## config.mk

```make
export PLATFORM = sky130hd
export DESIGN_NAME = demux14
export DESIGN_NICKNAME = d
export VERILOG_FILES = /design/src/rtl/demux14_pkg.sv /design/src/rtl/demux14_lane_fifo.sv /design/src/rtl/demux14.sv
export SDC_FILE = /design/constraint.sdc
export NUM_CORES = 1
export LEC_CHECK = 0
export ABC_AREA = 1
export BUFFER_PORTS_ARGS = -buffer_cell sky130_fd_sc_hd__buf_2
export CAP_MARGIN = 10
export CORE_MARGIN = 3
export CORE_UTILIZATION = 45
export CTS_CLUSTER_SIZE = 8
export DETAILED_ROUTE_END_ITERATION = 10
export GPL_ROUTABILITY_DRIVEN = 0
export GPL_TIMING_DRIVEN = 0
export PLACE_DENSITY = 0.73
export SLEW_MARGIN = 10
export SYNTH_ARGS = -nofsm -noshare
export SYNTH_HDL_FRONTEND = slang
export SYNTH_HIERARCHICAL = 1
export SYNTH_SLANG_ARGS = --single-unit
```

## constraint.sdc

```tcl
create_clock -name clk -period 3.13 [get_ports clk]
set_input_delay 0.939 -clock clk [delete_from_list [all_inputs] [get_ports clk]]
set_output_delay 0.939 -clock clk [all_outputs]
set_load 0.02 [all_outputs]
```

## src/rtl/demux14_pkg.sv

```systemverilog
// demux14_pkg
// Shared constants and types for the 1-to-4 stream demultiplexer.
//   NUM_LANES  : number of output lanes
//   SEL_W      : width of a lane index
//   lane_idx_t : lane index type used for in_sel, rr_ptr and dest
package demux14_pkg;

  localparam int NUM_LANES = 4;
  localparam int SEL_W     = 2;

  typedef logic [SEL_W-1:0] lane_idx_t;

endpackage : demux14_pkg

```

## src/rtl/demux14_lane_fifo.sv

```systemverilog
// demux14_lane_fifo
// Synchronous FIFO buffering the beats of one output lane. There is no
// fall-through, so a pushed beat becomes visible on the cycle after the push.
// Ports:
//   clk, rst_n : clock, asynchronous active-low reset
//   push_i     : write wr_data_i this edge (ignored when full)
//   wr_data_i  : payload to write
//   full_o     : registered full flag
//   pop_i      : discard the head this edge (ignored when empty)
//   rd_data_o  : head entry (register-addressed storage read)
//   empty_o    : registered empty flag
module demux14_lane_fifo #(
  parameter int WIDTH = 8,
  parameter int DEPTH = 2
) (
  input  logic             clk,
  input  logic             rst_n,
  input  logic             push_i,
  input  logic [WIDTH-1:0] wr_data_i,
  output logic             full_o,
  input  logic             pop_i,
  output logic [WIDTH-1:0] rd_data_o,
  output logic             empty_o
);

  localparam int AW = $clog2(DEPTH);
  localparam logic [AW:0] PTR_ONE = {{AW{1'b0}}, 1'b1};

  logic [WIDTH-1:0] mem_q [DEPTH];
  logic [AW:0]      wr_ptr_q, wr_ptr_d;
  logic [AW:0]      rd_ptr_q, rd_ptr_d;
  logic             do_push, do_pop;

  // The extra MSB on each pointer tells a full FIFO (same index, lap bit
  // differs) from an empty one (pointers identical).
  assign empty_o = (wr_ptr_q == rd_ptr_q);
  assign full_o  = (wr_ptr_q[AW] != rd_ptr_q[AW]) &&
                   (wr_ptr_q[AW-1:0] == rd_ptr_q[AW-1:0]);

  assign do_push = push_i && !full_o;
  assign do_pop  = pop_i && !empty_o;

  assign rd_data_o = mem_q[rd_ptr_q[AW-1:0]];

  // Pointer next-state: each pointer advances independently.
  always_comb begin
    wr_ptr_d = wr_ptr_q;
    rd_ptr_d = rd_ptr_q;
    if (do_push) wr_ptr_d = wr_ptr_q + PTR_ONE;
    if (do_pop)  rd_ptr_d = rd_ptr_q + PTR_ONE;
  end

  // Storage is cleared on reset so the head reads zero while the lane is reset.
  always_ff @(posedge clk or negedge rst_n) begin
    if (!rst_n) begin
      wr_ptr_q <= '0;
      rd_ptr_q <= '0;
      for (int i = 0; i < DEPTH; i++) mem_q[i] <= '0;
    end else begin
      wr_ptr_q <= wr_ptr_d;
      rd_ptr_q <= rd_ptr_d;
      if (do_push) mem_q[wr_ptr_q[AW-1:0]] <= wr_data_i;
    end
  end

endmodule : demux14_lane_fifo

```

## src/rtl/demux14.sv

```systemverilog
// demux14
// 1-to-4 valid/ready stream demultiplexer with per-lane FIFO buffering.
// Beats go to lane in_sel, or to the round-robin pointer when rr_mode=1.
// Ports:
//   clk, rst_n           : clock, asynchronous active-low reset
//   in_valid/in_ready    : input handshake, in_data payload
//   in_sel, rr_mode      : explicit lane select / round-robin enable
//   rr_ptr               : current round-robin destination
//   out_valid/out_ready  : per-lane handshakes
//   out_data             : lane i payload at [i*WIDTH +: WIDTH]
module demux14
  import demux14_pkg::*;
#(
  parameter int WIDTH = 8,
  parameter int DEPTH = 2
) (
  input  logic                       clk,
  input  logic                       rst_n,
  input  logic                       in_valid,
  output logic                       in_ready,
  input  logic [WIDTH-1:0]           in_data,
  input  lane_idx_t                  in_sel,
  input  logic                       rr_mode,
  output lane_idx_t                  rr_ptr,
  output logic [NUM_LANES-1:0]       out_valid,
  input  logic [NUM_LANES-1:0]       out_ready,
  output logic [NUM_LANES*WIDTH-1:0] out_data
);

  lane_idx_t            dest;
  lane_idx_t            rr_ptr_q, rr_ptr_d;
  logic [NUM_LANES-1:0] lane_full, lane_empty, lane_push, lane_pop;
  logic                 accept;

  // in_ready only looks at the registered full flag of the chosen lane, so a
  // full lane never accepts even when it pops in the same cycle.
  assign dest     = rr_mode ? rr_ptr_q : in_sel;
  assign in_ready = rst_n && !lane_full[dest];
  assign accept   = in_valid && in_ready;
  assign rr_ptr   = rr_ptr_q;

  assign out_valid = ~lane_empty;
  assign lane_pop  = out_valid & out_ready;

  // One-hot push decode towards the destination lane.
  always_comb begin
    lane_push = '0;
    for (int i = 0; i < NUM_LANES; i++) begin
      lane_push[i] = accept && (dest == lane_idx_t'(i));
    end
  end

  // The pointer only moves on beats actually routed round-robin; the 2-bit
  // add wraps 3 -> 0 on its own.
  always_comb begin
    rr_ptr_d = rr_ptr_q;
    if (accept && rr_mode) rr_ptr_d = rr_ptr_q + lane_idx_t'(1);
  end

  always_ff @(posedge clk or negedge rst_n) begin
    if (!rst_n) rr_ptr_q <= '0;
    else        rr_ptr_q <= rr_ptr_d;
  end

  for (genvar gi = 0; gi < NUM_LANES; gi++) begin : g_lane
    demux14_lane_fifo #(
      .WIDTH(WIDTH),
      .DEPTH(DEPTH)
    ) u_fifo (
      .clk      (clk),
      .rst_n    (rst_n),
      .push_i   (lane_push[gi]),
      .wr_data_i(in_data),
      .full_o   (lane_full[gi]),
      .pop_i    (lane_pop[gi]),
      .rd_data_o(out_data[gi*WIDTH +: WIDTH]),
      .empty_o  (lane_empty[gi])
    );
  end

endmodule : demux14

```

* Yosys cells after proc, flatten, opt, wreduce, memory -nomap -nowiden
Index checks and enable logic that the tools add are counted.
** Storage, ports and cells
- ROM bits :: 0
- Memories kept :: 0
- Bits in latches :: 0
- Input port bits :: 18
- Output and inout port bits :: 39
- Logic and storage cells :: 124
- Register bits :: 82
- Bits in writable memories :: 0
** Operators by class
- Bitwise gates (word level) :: 10
- Reductions and logical operators :: 33
- $add $sub $neg :: 9
- Div/mod/pow operators :: 0
- Equal/unequal tests :: 15
- Shift operators :: 0
- Multipliers :: 0
- Mux-type cells :: 27
- Magnitude comparators :: 13
** Operators with widths (number)
- two-way mux 8 bit :: 16
- bitwise mux 16 bit :: 4
- demux 8 bit (select 1 bit) :: 4
- logical AND 1 bit :: 23
- adder 2 x 1 -> 2 bit (second input constant) :: 9
- >= comparator 2 bit (second input constant) :: 8
- inverter 1 -> 2 bit :: 8
- logical NOT 1 bit :: 9
- == test 2 bit :: 4
- less-than comparator 2 x 1 -> 1 bit (second input constant) :: 4
- bitwise AND 4 bit :: 1
- == test 1 bit :: 4
- == test 2 bit (second input constant) :: 2
- inequality test 1 bit :: 4
- inverter 4 bit :: 1
- less-than comparator 2 x 3 -> 1 bit (second input constant) :: 1
- binary-select mux 1 bit (select 2 bit) :: 1
- == test 2 x 1 -> 1 bit (second input constant) :: 1
- logical NOT 2 bit :: 1
- two-way mux 2 bit :: 1
- two-way mux 1 bit :: 1

* Longest topological paths before layout
Gate-level depths: netlist of the first run.
- Depth in word-level cells :: 9
- Mapped depth :: 15
- Depth with buffers taken out :: 13

* By module
Netlist of the first run, hierarchy kept.
** Modules (own cells, without submodules)
- demux14_lane_fifo at g_lane[0].u_fifo ... :: instances 3, cells an instance 128, area each 991.0 µm², seq. area each 500.5 µm²
- demux14_lane_fifo at g_lane[3].u_fifo :: instances 1, cells an instance 128, area each 998.5 µm², seq. area each 500.5 µm²
- demux14 :: instances 1, cells an instance 48, area each 291.5 µm², seq. area each 50.0 µm²

* Least setup slack after synthesis of the first run
Ideal clock, no wire load.
- Path type :: in2reg
- Start :: in rr_mode
- End :: reg g_lane[0].u_fifo/mem_q[15] in the netlist's numbering
- Arrival :: 2.554 ns
- Buffers on the path :: 2
- Cell stages on the path :: 14
- Setup slack :: 0.458 ns
- Setup time :: 0.118 ns
- Required time :: 3.012 ns
- Cells stage by stage :: buf_6 > inv_4 > nand2_2 > nand2_4 > inv_2 > nand3_1 > nand2_2 > nor2_4 > nand2_2 > nor3_1 > clkbuf_1 > nand3_2 > nand2_1 > nand2_1
** Between the ends
- Word-level cells in the longest chain between the ends :: 8
- Elaborated cells on any way between the ends :: 9
- Those cells by class :: mux: 3; reduce/logical: 6
** Ends and longest elaborated chain
- start, declared :: RTL line demux14.sv:23 : input logic rr_mode,
- two-way mux 2 bit :: RTL line demux14.sv:37 : assign dest = rr_mode ? rr_ptr_q : in_sel;
- binary-select mux 1 bit (select 2 bit) :: RTL line demux14.sv:38 : assign in_ready = rst_n && !lane_full[dest];
- two-way mux 1 bit (implied by the code) :: RTL line demux14.sv:38
- logical NOT 1 bit :: RTL line demux14.sv:38
- logical AND 1 bit :: RTL line demux14.sv:38
- via in_ready :: RTL line demux14.sv:20 : output logic in_ready,
- logical AND 1 bit :: RTL line demux14.sv:39 : assign accept = in_valid && in_ready;
- logical AND 1 bit :: RTL line demux14.sv:49 : lane_push[i] = accept && (dest == lane_idx_t'(i));
- via lane_push[0] :: RTL line demux14.sv:32 : logic [NUM_LANES-1:0] lane_full, lane_empty, lane_push, lane_pop;
- logical AND 1 bit :: RTL line demux14_lane_fifo.sv:40 : assign do_push = push_i && !full_o;
- end signal, assigned by index :: RTL line demux14_lane_fifo.sv:62 : if (do_push) mem_q[wr_ptr_q[AW-1:0]] <= wr_data_i;
- end, declared :: RTL line demux14_lane_fifo.sv:29 : logic [WIDTH-1:0] mem_q [DEPTH];
The timed path passes the listed nets, and every way through them passes these cells. The select of a mux whose other input is x is not followed.
A chain may end at the register's enable or synchronous reset.

* Worst setup path in the final report of the first run
- Start :: in rst_n
- End :: out in_ready
** Between the ends
- Word-level cells in the longest chain between the ends :: 1
** Ends and longest elaborated chain
- start, declared :: RTL line demux14.sv:18 : input logic rst_n,
- logical AND 1 bit :: RTL line demux14.sv:38
- end, declared :: RTL line demux14.sv:20
No other way between the ends.

==> metrics, run 1 <==
top layer used by detailed routing met4; Clock power frac 15.8%; via/cell ratio 5.13; #FFs+latches synth 82; register area share after synthesis 48.1%; sw frac approximately 47%; CTS buffer count 9; CTS tree built; Setup WS pre-CTS -0.204 ns; Overflow after GRT 0; largest net degree at the start of global routing 62; count of cell types in the netlist 20; first-pass GRT wire length 17,700 um; Lkg Pwr 2.81 nW; Combinational Power Share 50.0%; n_diodes 0; post-DP HPWL ~7100 um; Slew Viols, Final 0; Post-route DRC 0; Routed wire per std cell 13.7 um; cell count after synthesis 560; maximum root-to-sink buffer count 2; syn avg cell area 7.61 um^2; placed insts 742; met1 WL 4670 um; DIE AREA ~0.011 mm^2; period utilisation layout 93.3%; chip width 103 um; placed inst area 0.00473 mm^2; nature of the critical path endpoint primary output; Worst Path Arrival 1.98 ns; WL final between 10,000 and 15,000 um; unrepaired setup endpoints after global routing no; worst-margin pin slew around 0.51 ns; Detailed Route Iter0 Violations between 200 and 250; Area growth, synth to finish 16.7%; Hold WC Path Type reg2reg; Routed Antenna Nets 0; sequential share of power about a third; Setup Skew 0.0115 ns; maximum clock frequency ~340 MHz; Total Routing Usage GR 21.2%; Worst-Skew Late Latency 0.35 ns; VDD IR max 0.538 mV; Pint 2.86 mW; final worst slack around 0.21 ns; commonest non-fill, non-tap cell in the layout nand2_1; max cap viols 0; DIE HEIGHT 103 um; Yosys warning total 6; min cycle time layout between 2 and 3 ns; Fin. Hold Viols 0; total core area 0.00898 mm^2; postcts setup bufs 0; status complete, no violations; # rows 34; IO Port Bufs 55; relative slew slack 65.8%; Worst EP required 2.19 ns; CP Class in2out; vias in the first global route 3,703; cell area after layout 0.00498 mm^2; CP Launch Type input pin; clock root buffer clkbuf_8; Switch Pwr 2.57 mW; DR WL met3 545 um; Sink Count 82; 1st-pass router iterations 5; syn_nets approximately 580; Max FO, Critical Path 31; WL met2 approximately 5100 um; H-tree lvl count 3; vias roughly 3,900; layout cells sized above 1 18.8%; most frequent cells in the layout nand2_1, dfrtp_1, nand4_1; register clock-pin slew on the reported worst setup and hold paths 0.08 ns; Boundary Pins 57; Post-Synthesis Cell Area 0.00426 mm^2; Setup Viol. Count Final 0; Starting Density 47.5%; Cell Pwr Density 1090 mW/mm^2; antenna violations before repair 0; fin nets 646; Layout Cells excl Fill 759
[per-layer routing]
layer / vias up / global-route usage, %
met4: 0 / 6.67
met1: 1819 / 29.2
met2: 114 / 34.7
met5: - / 0
met3: 4 / 3.29
li1: 1953 / -
[registers in the layout (all words and copies together) (netlist names)]
name,count
g_lane.u_fifo/wr_ptr_q,8
g_lane.u_fifo/mem_q,64
g_lane.u_fifo/rd_ptr_q,8
rr_ptr,2
[power groups by stage]
| stage | Clock [mW] | Sequential, mW | Combinational, mW |
|---|---|---|---|
| final | 0.856 | 1.86 | 2.71 |
| after global routing | 0.925 | 1.92 | 3.07 |
| after CTS | 0.883 | 1.86 | 2.74 |
| after detailed placement | 0 | 1.87 | 2.73 |
| after global placement | 0 | 1.85 | 2.66 |
| after floorplan | 0 | 1.81 | 1.99 |
[final cells by class]
cell class                 instances  area (um^2)
fill                             865         4000
sequential                        82         2050
multi-input combinational        416         1920
timing repair buffer              57          330
tap                              126          158
buffer                            25          149
inverter                          37          141
clock buffer                       9          124
clock inverter                     7         98.8
[stage by stage]
stage / setup TNS (ns) / hold WS [ns] / util (%) / power, mW
4_1_cts: 0 / 0.467 / 55.1 / 5.48
5_1_grt: 0 / 0.484 / 55.4 / 5.91
2_1_floorplan: 0 / 0.442 / - / 3.80
3_3_place_gp: -68.07 / 0.453 / 52.3 / 4.51
3_5_place_dp: -6.47 / 0.459 / 52.6 / 4.60
6_report: 0 / 0.475 / 55.4 / 5.43
[worst max-delay path, stage by stage]
cell and delay [ns]:
buf_4 0.31, buf_16 0.24, nand3_2 0.11, nor2_4 0.15, buf_2 0.20
[Yosys cell counts]
library cell	instances	area, um^2
nand2_1	295	1110
dfrtp_1	82	2050
nand4_1	70	438
inv_1	22	82.6
nand3_1	17	85.1
inv_2	14	52.6
clkbuf_1	12	45.0
nand2_2	7	43.8
buf_6	5	56.3
nand3_2	5	50.1
xor2_1	5	43.8
buf_1	4	15.0
buf_4	4	30.0
nand3_4	4	70.1
nor2_1	4	15.0
nor3_1	4	20.0
nand2_4	3	33.8
inv_4	1	6.26
nor2_4	1	11.3
o21ai_1	1	5.00
[what timing repair did]
item                       4_1_cts  5_1_grt
gates resized for setup          0        4
hold buffers                     0        0
setup endpoints to repair        0       15
[kinds of logic (layout without fill, tap and decap cells)]
kind of cell	count (synthesis)	in the layout	share of synthesized area, %
compound gates	1	1	0.117
xor+xnor	5	5	1.03
buf+inv	62	135	6.75
flops	82	82	48.1
simple gates	410	410	44.0
[final timing paths]
| kind | cells after the start | endpoint | slack [ns] | from |
|---|---|---|---|---|
| min reg2reg | 2 | g_lane[3].u_fifo/mem_q[3]$_DFFE_PN0P_ | 0.48 | g_lane[3].u_fifo/mem_q[3]$_DFFE_PN0P_ |
| max | 5 | in_ready | 0.21 | rst_n |
| max reg2reg | 15 | g_lane[2].u_fifo/mem_q[12]$_DFFE_PN0P_ | 0.36 | g_lane[2].u_fifo/wr_ptr_q[0]$_DFFE_PN0P_ |
| min in group asynchronous | 1 | g_lane[3].u_fifo/mem_q[7]$_DFFE_PN0P_ | 0.49 | rst_n |
| min | 2 | g_lane[3].u_fifo/mem_q[3]$_DFFE_PN0P_ | 0.48 | g_lane[3].u_fifo/mem_q[3]$_DFFE_PN0P_ |
| max in group asynchronous | 2 | g_lane[1].u_fifo/mem_q[5]$_DFFE_PN0P_ | 2.12 | rst_n |
Power figures use the tool's default switching activity.
==> run 2, diff against run 1 <==
--- a/config.mk
+++ b/config.mk
@@ -8,13 +8,15 @@
 export ABC_AREA = 1
 export BUFFER_PORTS_ARGS = -buffer_cell sky130_fd_sc_hd__buf_2
 export CAP_MARGIN = 10
+export CELL_PAD_IN_SITES_DETAIL_PLACEMENT = 1
+export CELL_PAD_IN_SITES_GLOBAL_PLACEMENT = 1
 export CORE_MARGIN = 3
-export CORE_UTILIZATION = 45
+export CORE_UTILIZATION = 42
 export CTS_CLUSTER_SIZE = 8
 export DETAILED_ROUTE_END_ITERATION = 10
 export GPL_ROUTABILITY_DRIVEN = 0
 export GPL_TIMING_DRIVEN = 0
-export PLACE_DENSITY = 0.73
+export PLACE_DENSITY = 0.87
 export SLEW_MARGIN = 10
 export SYNTH_ARGS = -nofsm -noshare
 export SYNTH_HDL_FRONTEND = slang
==> metrics, run 2 (synthesized netlist as in run 1, its figures left out) <==
status complete, no violations; fin nets 645 (-0.15%); 1st-pass router iterations 4 (-1); relative slew slack 65.3% (-0.53 points); Layout Cells excl Fill 764 (+0.66%); VDD IR max 0.374 mV (-30%); Starting Density 43.4% (-4.1 points); Slowest-stage cell, CP dfrtp_1; Boundary Pins 57 (unchanged); sw frac 48.1% (+0.80 points); Overflow after GRT 0 (unchanged); Top reg by flops g_lane.u_fifo/mem_q; Worst EP required 2.19 ns (about the same); min cycle time layout 2.94 ns (+0.0217 ns); Clock power frac 14.9% (-0.9 points); post-DP HPWL 8570 um (+20%); H-tree lvl count 3 (unchanged); Seq. cell area 0.00205 mm^2 (unchanged); DIE HEIGHT 107 um (+3.3%); layout cells sized above 1 18.2% (-0.57 points); first-pass GRT wire length 21,000 um (+19%); largest net degree at the start of global routing 49 (-21%); placed insts 749 (+0.94%); top flop regs g_lane.u_fifo/mem_q: 64 flops, g_lane.u_fifo/rd_ptr_q: 8 flops, g_lane.u_fifo/wr_ptr_q: 8 flops; number of flip-flops in the largest register 64 (unchanged); Pint 2.85 mW (-0.39%); Sink Count 82 (unchanged); worst-margin pin slew 0.521 ns (+0.00788 ns); Fin. Hold Viols 0 (unchanged); Hold WC Path Type reg2reg; most frequent cells in the layout nand2_1, dfrtp_1, nand4_1; chip width 107 um (+3.3%); WL final 12,200 um (+18%); Detailed Route Iter0 Violations 146 (-34%); CP Class reg2out; Worst Path Arrival 2.00 ns (+0.02 ns); crit-path cells inv_2 -> nand2_1 -> nand2_1 -> nand2_2 -> buf_4 -> inv_2 -> nand3_1 -> nand3_2 -> nor2_4 -> buf_2; total core area 0.00982 mm^2 (+9.4%); Setup Skew 0.00962 ns (-0.00190 ns); commonest non-fill, non-tap cell in the layout nand2_1; max cap viols 0 (unchanged); Slew Viols, Final 0 (unchanged); unrepaired setup endpoints after global routing no; maximum clock frequency 340 MHz (-0.74%); fillcell total 1,300 (+50%); critical path's largest stage delay 0.44 ns (+0.13 ns); via/cell ratio 5.26 (+2.6%); n_diodes 0 (unchanged); IO Port Bufs 55 (unchanged); DIE AREA 0.0114 mm^2 (+6.7%); Post-route DRC 0 (unchanged); Routed wire per std cell 16.0 um (+17%); vias in the first global route 4,292 (+16%); CP Launch Type register; Total Routing Usage GR 23.1% (+1.8 points); sequential share of power 34.0% (-0.2 points); Setup Viol. Count Final 0 (unchanged); vias 4,016 (+3.2%); hold_buf cts 0 (unchanged); Cell Pwr Density 1110 mW/mm^2 (+1.9%); Worst-Skew Late Latency 0.34 ns (about the same); antenna violations before repair 0 (unchanged); clock root buffer clkbuf_8; area of the multi-input gates 0.00192 mm^2 (unchanged); CTS tree built; maximum root-to-sink buffer count 2 (unchanged); Routed Antenna Nets 0 (unchanged); Switch Pwr 2.64 mW (+2.9%); nature of the critical path endpoint primary output; Overall Power 5.49 mW (+1.2%); Lkg Pwr 2.79 nW (-0.67%); Area growth, synth to finish 15.8%; period utilisation layout 94.0% (+0.69 points); Max FO, Critical Path 10 (-68%); # rows 36 (+5.9%); Combinational Power Share 51.1% (+1.1 points); CTS buffer count 9 (unchanged); register clock-pin slew on the reported worst setup and hold paths 0.08 ns (about the same)
[run 2: cell types whose count changed in the layout (fill, tap and decap cells not counted)]
| cell | delta |
|---|---|
| clkbuf_1 | +2 |
| inv_6 | -2 |
| clkbuf_16 | -1 |
| clkbuf_2 | +1 |
| clkinv_4 | -1 |
| clkinvlp_4 | -1 |
[run 2: final timing paths]
path                                                            endpoint  cells after the start                                startpoint  slack [ns]
worst max-delay path                                            in_ready                     10  g_lane[1].u_fifo/wr_ptr_q[0]$_DFFE_PN0P_        0.19
worst min-delay path              g_lane[3].u_fifo/mem_q[12]$_DFFE_PN0P_                      2    g_lane[3].u_fifo/mem_q[12]$_DFFE_PN0P_        0.47
worst max register to register    g_lane[0].u_fifo/mem_q[11]$_DFFE_PN0P_                     15  g_lane[1].u_fifo/wr_ptr_q[0]$_DFFE_PN0P_        0.21
worst min register to register    g_lane[3].u_fifo/mem_q[12]$_DFFE_PN0P_                      2    g_lane[3].u_fifo/mem_q[12]$_DFFE_PN0P_        0.47
max in group asynchronous          g_lane[2].u_fifo/mem_q[0]$_DFFE_PN0P_                      2                                     rst_n        1.96
min in group asynchronous       g_lane[0].u_fifo/rd_ptr_q[1]$_DFFE_PN0P_                      1                                     rst_n        0.56
[run 2: metrics by stage]
| step | utilization (%) | hold slack (ns) | setup TNS (ns) | area, um^2 | worst slack [ns] |
|---|---|---|---|---|---|
| 2_1_floorplan | - | 0.442 | 0 | 4260 | 0.458 |
| 3_3_place_gp | 47.9 | 0.455 | -69.66 | 4700 | -1.04 |
| 3_5_place_dp | 48.2 | 0.459 | -1.02 | 4730 | -0.0919 |
| 4_1_cts | 50.3 | 0.478 | 0 | 4930 | 0.176 |
| 5_1_grt | 50.3 | 0.501 | 0 | 4940 | 0.00834 |
| 6_report | 50.3 | 0.473 | 0 | 4940 | 0.187 |
[run 2: final cells by class]
type | count | area share [%]
Clock buffer | 12 | 2.74
Clock inverter | 3 | 1.32
Tap cell | 133 | 3.37
Timing Repair Buffer | 56 | 6.18
Sequential cell | 82 | 41.6
Inverter | 37 | 2.86
Buffer | 25 | 3.04
Multi-Input combinational cell | 416 | 38.9
[run 2: what timing repair did]
item / in CTS / in global routing
setup buffers: 0 / 0
gates resized for setup: 0 / 6
setup endpoints to repair: 0 / 19
[run 2: critical path, delay by kind of cell, from the launching register on]
kind	cells	cell delay [ns]
flip-flops	1	0.44
buffers and inverters	4	0.58
AND/OR/NAND/NOR	6	0.64
[run 2: power groups by stage]
stage	Clock (mW)	Combinational (mW)	Sequential (mW)
detailed placement	0	2.81	1.89
global route	0.888	3.15	1.93
finish	0.819	2.80	1.87
global placement	0	2.67	1.86
floorplan	0	1.99	1.81
CTS	0.842	2.83	1.87
[run 2: per-layer routing]
| layer | share of wire, % | up-vias | global-route usage, % |
|---|---|---|---|
| li1 | - | 1942 | - |
| met5 | 0 | - | 0 |
| met3 | 3.5 | 17 | 3.43 |
| met4 | 1.6 | 0 | 5.94 |
| met2 | 49 | 75 | 38.6 |
| met1 | 46 | 1982 | 31.5 |
==> run 3, diff against run 2 <==
--- a/config.mk
+++ b/config.mk
@@ -17,6 +17,7 @@
 export GPL_ROUTABILITY_DRIVEN = 0
 export GPL_TIMING_DRIVEN = 0
 export PLACE_DENSITY = 0.87
+export SETUP_SLACK_MARGIN = 0.3
 export SLEW_MARGIN = 10
 export SYNTH_ARGS = -nofsm -noshare
 export SYNTH_HDL_FRONTEND = slang
==> metrics, run 3 (synthesized netlist as in run 1, its figures left out) <==
H-tree lvl count 3 (unchanged); n_diodes 0 (unchanged); Worst Path Arrival 1.78 ns (-0.22 ns); Max FO, Critical Path 10 (unchanged); Detailed Route Iter0 Violations 186 (+27%); Worst EP required 2.19 ns (about the same); post-DP HPWL 8570 um (unchanged); first-pass GRT wire length 21,300 um (+1.2%); CP Class reg2out; CTS tree built; total core area 0.00982 mm^2 (unchanged); min cycle time layout 2.72 ns (-0.228 ns); register clock-pin slew on the reported worst setup and hold paths 0.08 ns (about the same); period utilisation layout 86.7% (-7.3 points); nature of the critical path endpoint primary output; chip width 107 um (unchanged); Hold Path End g_lane[3].u_fifo/mem_q[12]$_DFFE_PN0P_; # rows 36 (unchanged); clock root buffer clkbuf_8; WL final 12,800 um (+4.4%); most frequent cells in the layout nand2_1, dfrtp_1, nand4_1; Top reg by flops g_lane.u_fifo/mem_q; r2r startpoint g_lane[0].u_fifo/wr_ptr_q[0]$_DFFE_PN0P_; hold slack final 0.474 ns (+0.000706 ns); Boundary Pins 57 (unchanged); Starting Density 43.4% (unchanged); Overall Power 5.73 mW (+4.4%); Slew Viols, Final 0 (unchanged); top flop regs g_lane.u_fifo/mem_q: 64 flops, g_lane.u_fifo/rd_ptr_q: 8 flops, g_lane.u_fifo/wr_ptr_q: 8 flops; Lkg Pwr 2.87 nW (+2.9%); Total Routing Usage GR 23.4% (+0.31 points); max cap viols 0 (unchanged); Post-route DRC 0 (unchanged); R2R depth 16 (+1); fillcell total 1,298 (-0.15%); maximum clock frequency 368 MHz (+8.4%); Worst-Skew Late Latency 0.35 ns (about the same); Setup Viol. Count Final 0 (unchanged); flop-to-flop setup slack 0.43 ns (+0.22 ns); unrepaired setup endpoints after global routing no; commonest non-fill, non-tap cell in the layout nand2_1; Overflow after GRT 0 (unchanged); relative slew slack 65.5% (+0.27 points); vias in the first global route 4,332 (+0.93%); antenna violations before repair 0 (unchanged); hold_buf cts 0 (unchanged); Sink Count 82 (unchanged); Setup Skew 0.00973 ns (+0.000108 ns); CP Launch Type register; DR WL met3 497 um (+15%); number of flip-flops in the largest register 64 (unchanged); Hold WC Path Type reg2reg; fin nets 659 (+2.2%); Cell Pwr Density 1130 mW/mm^2 (+1.3%); hold path start g_lane[3].u_fifo/mem_q[12]$_DFFE_PN0P_; largest net degree at the start of global routing 49 (unchanged); cell area after layout 0.00509 mm^2 (+3.1%); DIE HEIGHT 107 um (unchanged); worst-margin pin slew 0.517 ns (-0.00404 ns); area of the multi-input gates 0.00193 mm^2 (+0.13%); Seq. cell area 0.00205 mm^2 (about the same); IO Port Bufs 55 (unchanged); Setup WS pre-CTS -0.0919 ns (unchanged); FF-to-FF End g_lane[0].u_fifo/mem_q[10]$_DFFE_PN0P_; DIE AREA 0.0114 mm^2 (unchanged); top layer used by detailed routing met4; vias 4,124 (+2.7%); setup_tns 0 ns (unchanged); maximum root-to-sink buffer count 2 (unchanged); status complete, no violations; Area growth, synth to finish 19.4%; Routed Antenna Nets 0 (unchanged); WL met2 6420 um (+6.6%); 1st-pass router iterations 4 (unchanged); layout cells sized above 1 20.5% (+2.2 points); VDD IR max 0.374 mV (about the same); via/cell ratio 5.30 (+0.84%); Routed wire per std cell 16.4 um (+2.5%); Fin. Hold Viols 0 (unchanged); final worst slack 0.415 ns (+0.228 ns); met1 WL 5620 um (+0.68%); placed inst area 0.00473 mm^2 (unchanged); hold depth 2 (unchanged); CTS buffer count 9 (unchanged)
==> run 3: cell count changes in the layout (fill, tap and decap cells not counted), sizes merged <==
cell / change
clkbuf: -1
buf: +15
==> run 3: metal layers <==
layer  track usage, %  vias up
li1                 -     1978
met1             31.8     2037
met2             39.2       86
met3             3.43       23
met4             6.21        0
met5                0        -
==> run 3: what timing repair did <==
action                                  4_1_cts  5_1_grt
pin swaps                                     1        2
endpoints found under the setup margin       33       38
resized for setup                             4       18
buffers inserted                              4       10
==> run 3: cell type report <==
cell class              instances  share of cell area (%)
clock buffers                  12                    2.65
flip-flops and latches         82                    40.3
inverters                      37                    3.02
multi-input cells             416                    37.8
repair buffers                 70                    8.26
well taps                     133                    3.27
clock inverters                 3                    1.28
plain buffers                  25                    3.34
==> run 3: worst max path at each step <==
stage,start,endpoint,slack [ns]
finish,g_lane[0].u_fifo/wr_ptr_q[0]$_DFFE_PN0P_,in_ready,0.41
global route,g_lane[0].u_fifo/wr_ptr_q[0]$_DFFE_PN0P_,g_lane[0].u_fifo/mem_q[10]$_DFFE_PN0P_,0.24
CTS,g_lane[1].u_fifo/wr_ptr_q[0]$_DFFE_PN0P_,in_ready,0.27
detailed placement,rst_n,g_lane[0].u_fifo/mem_q[11]$_DFFE_PN0P_,-0.09
global placement,rst_n,g_lane[3].u_fifo/mem_q[11]$_DFFE_PN0P_,-1.04
floorplan,rr_mode,g_lane[0].u_fifo/mem_q[15]$_DFFE_PN0P_,0.46
==> run 3: critical path, stage by stage, from the launching register on <==
cell and delay (ns):
dfrtp_1 0.45, inv_4 0.10, nand2_1 0.08, nand2_1 0.07, nand2_2 0.11, buf_6 0.13
inv_2 0.03, nand3_1 0.08, nand2_2 0.07, nor2_4 0.16, buf_6 0.14
==> run 3: power by group <==
part | internal [mW] | switching, mW
clock | 0.446 | 0.377
sequential | 1.54 | 0.336
combinational | 1.02 | 2.02
total | 3.00 | 2.73
==> run 3: per-stage QoR <==
step,util (%),cells
after floorplan,-,560
after detailed placement,48.2,749
after global routing,51.8,778
after CTS,50.6,768
final,51.8,778
after global placement,47.9,748
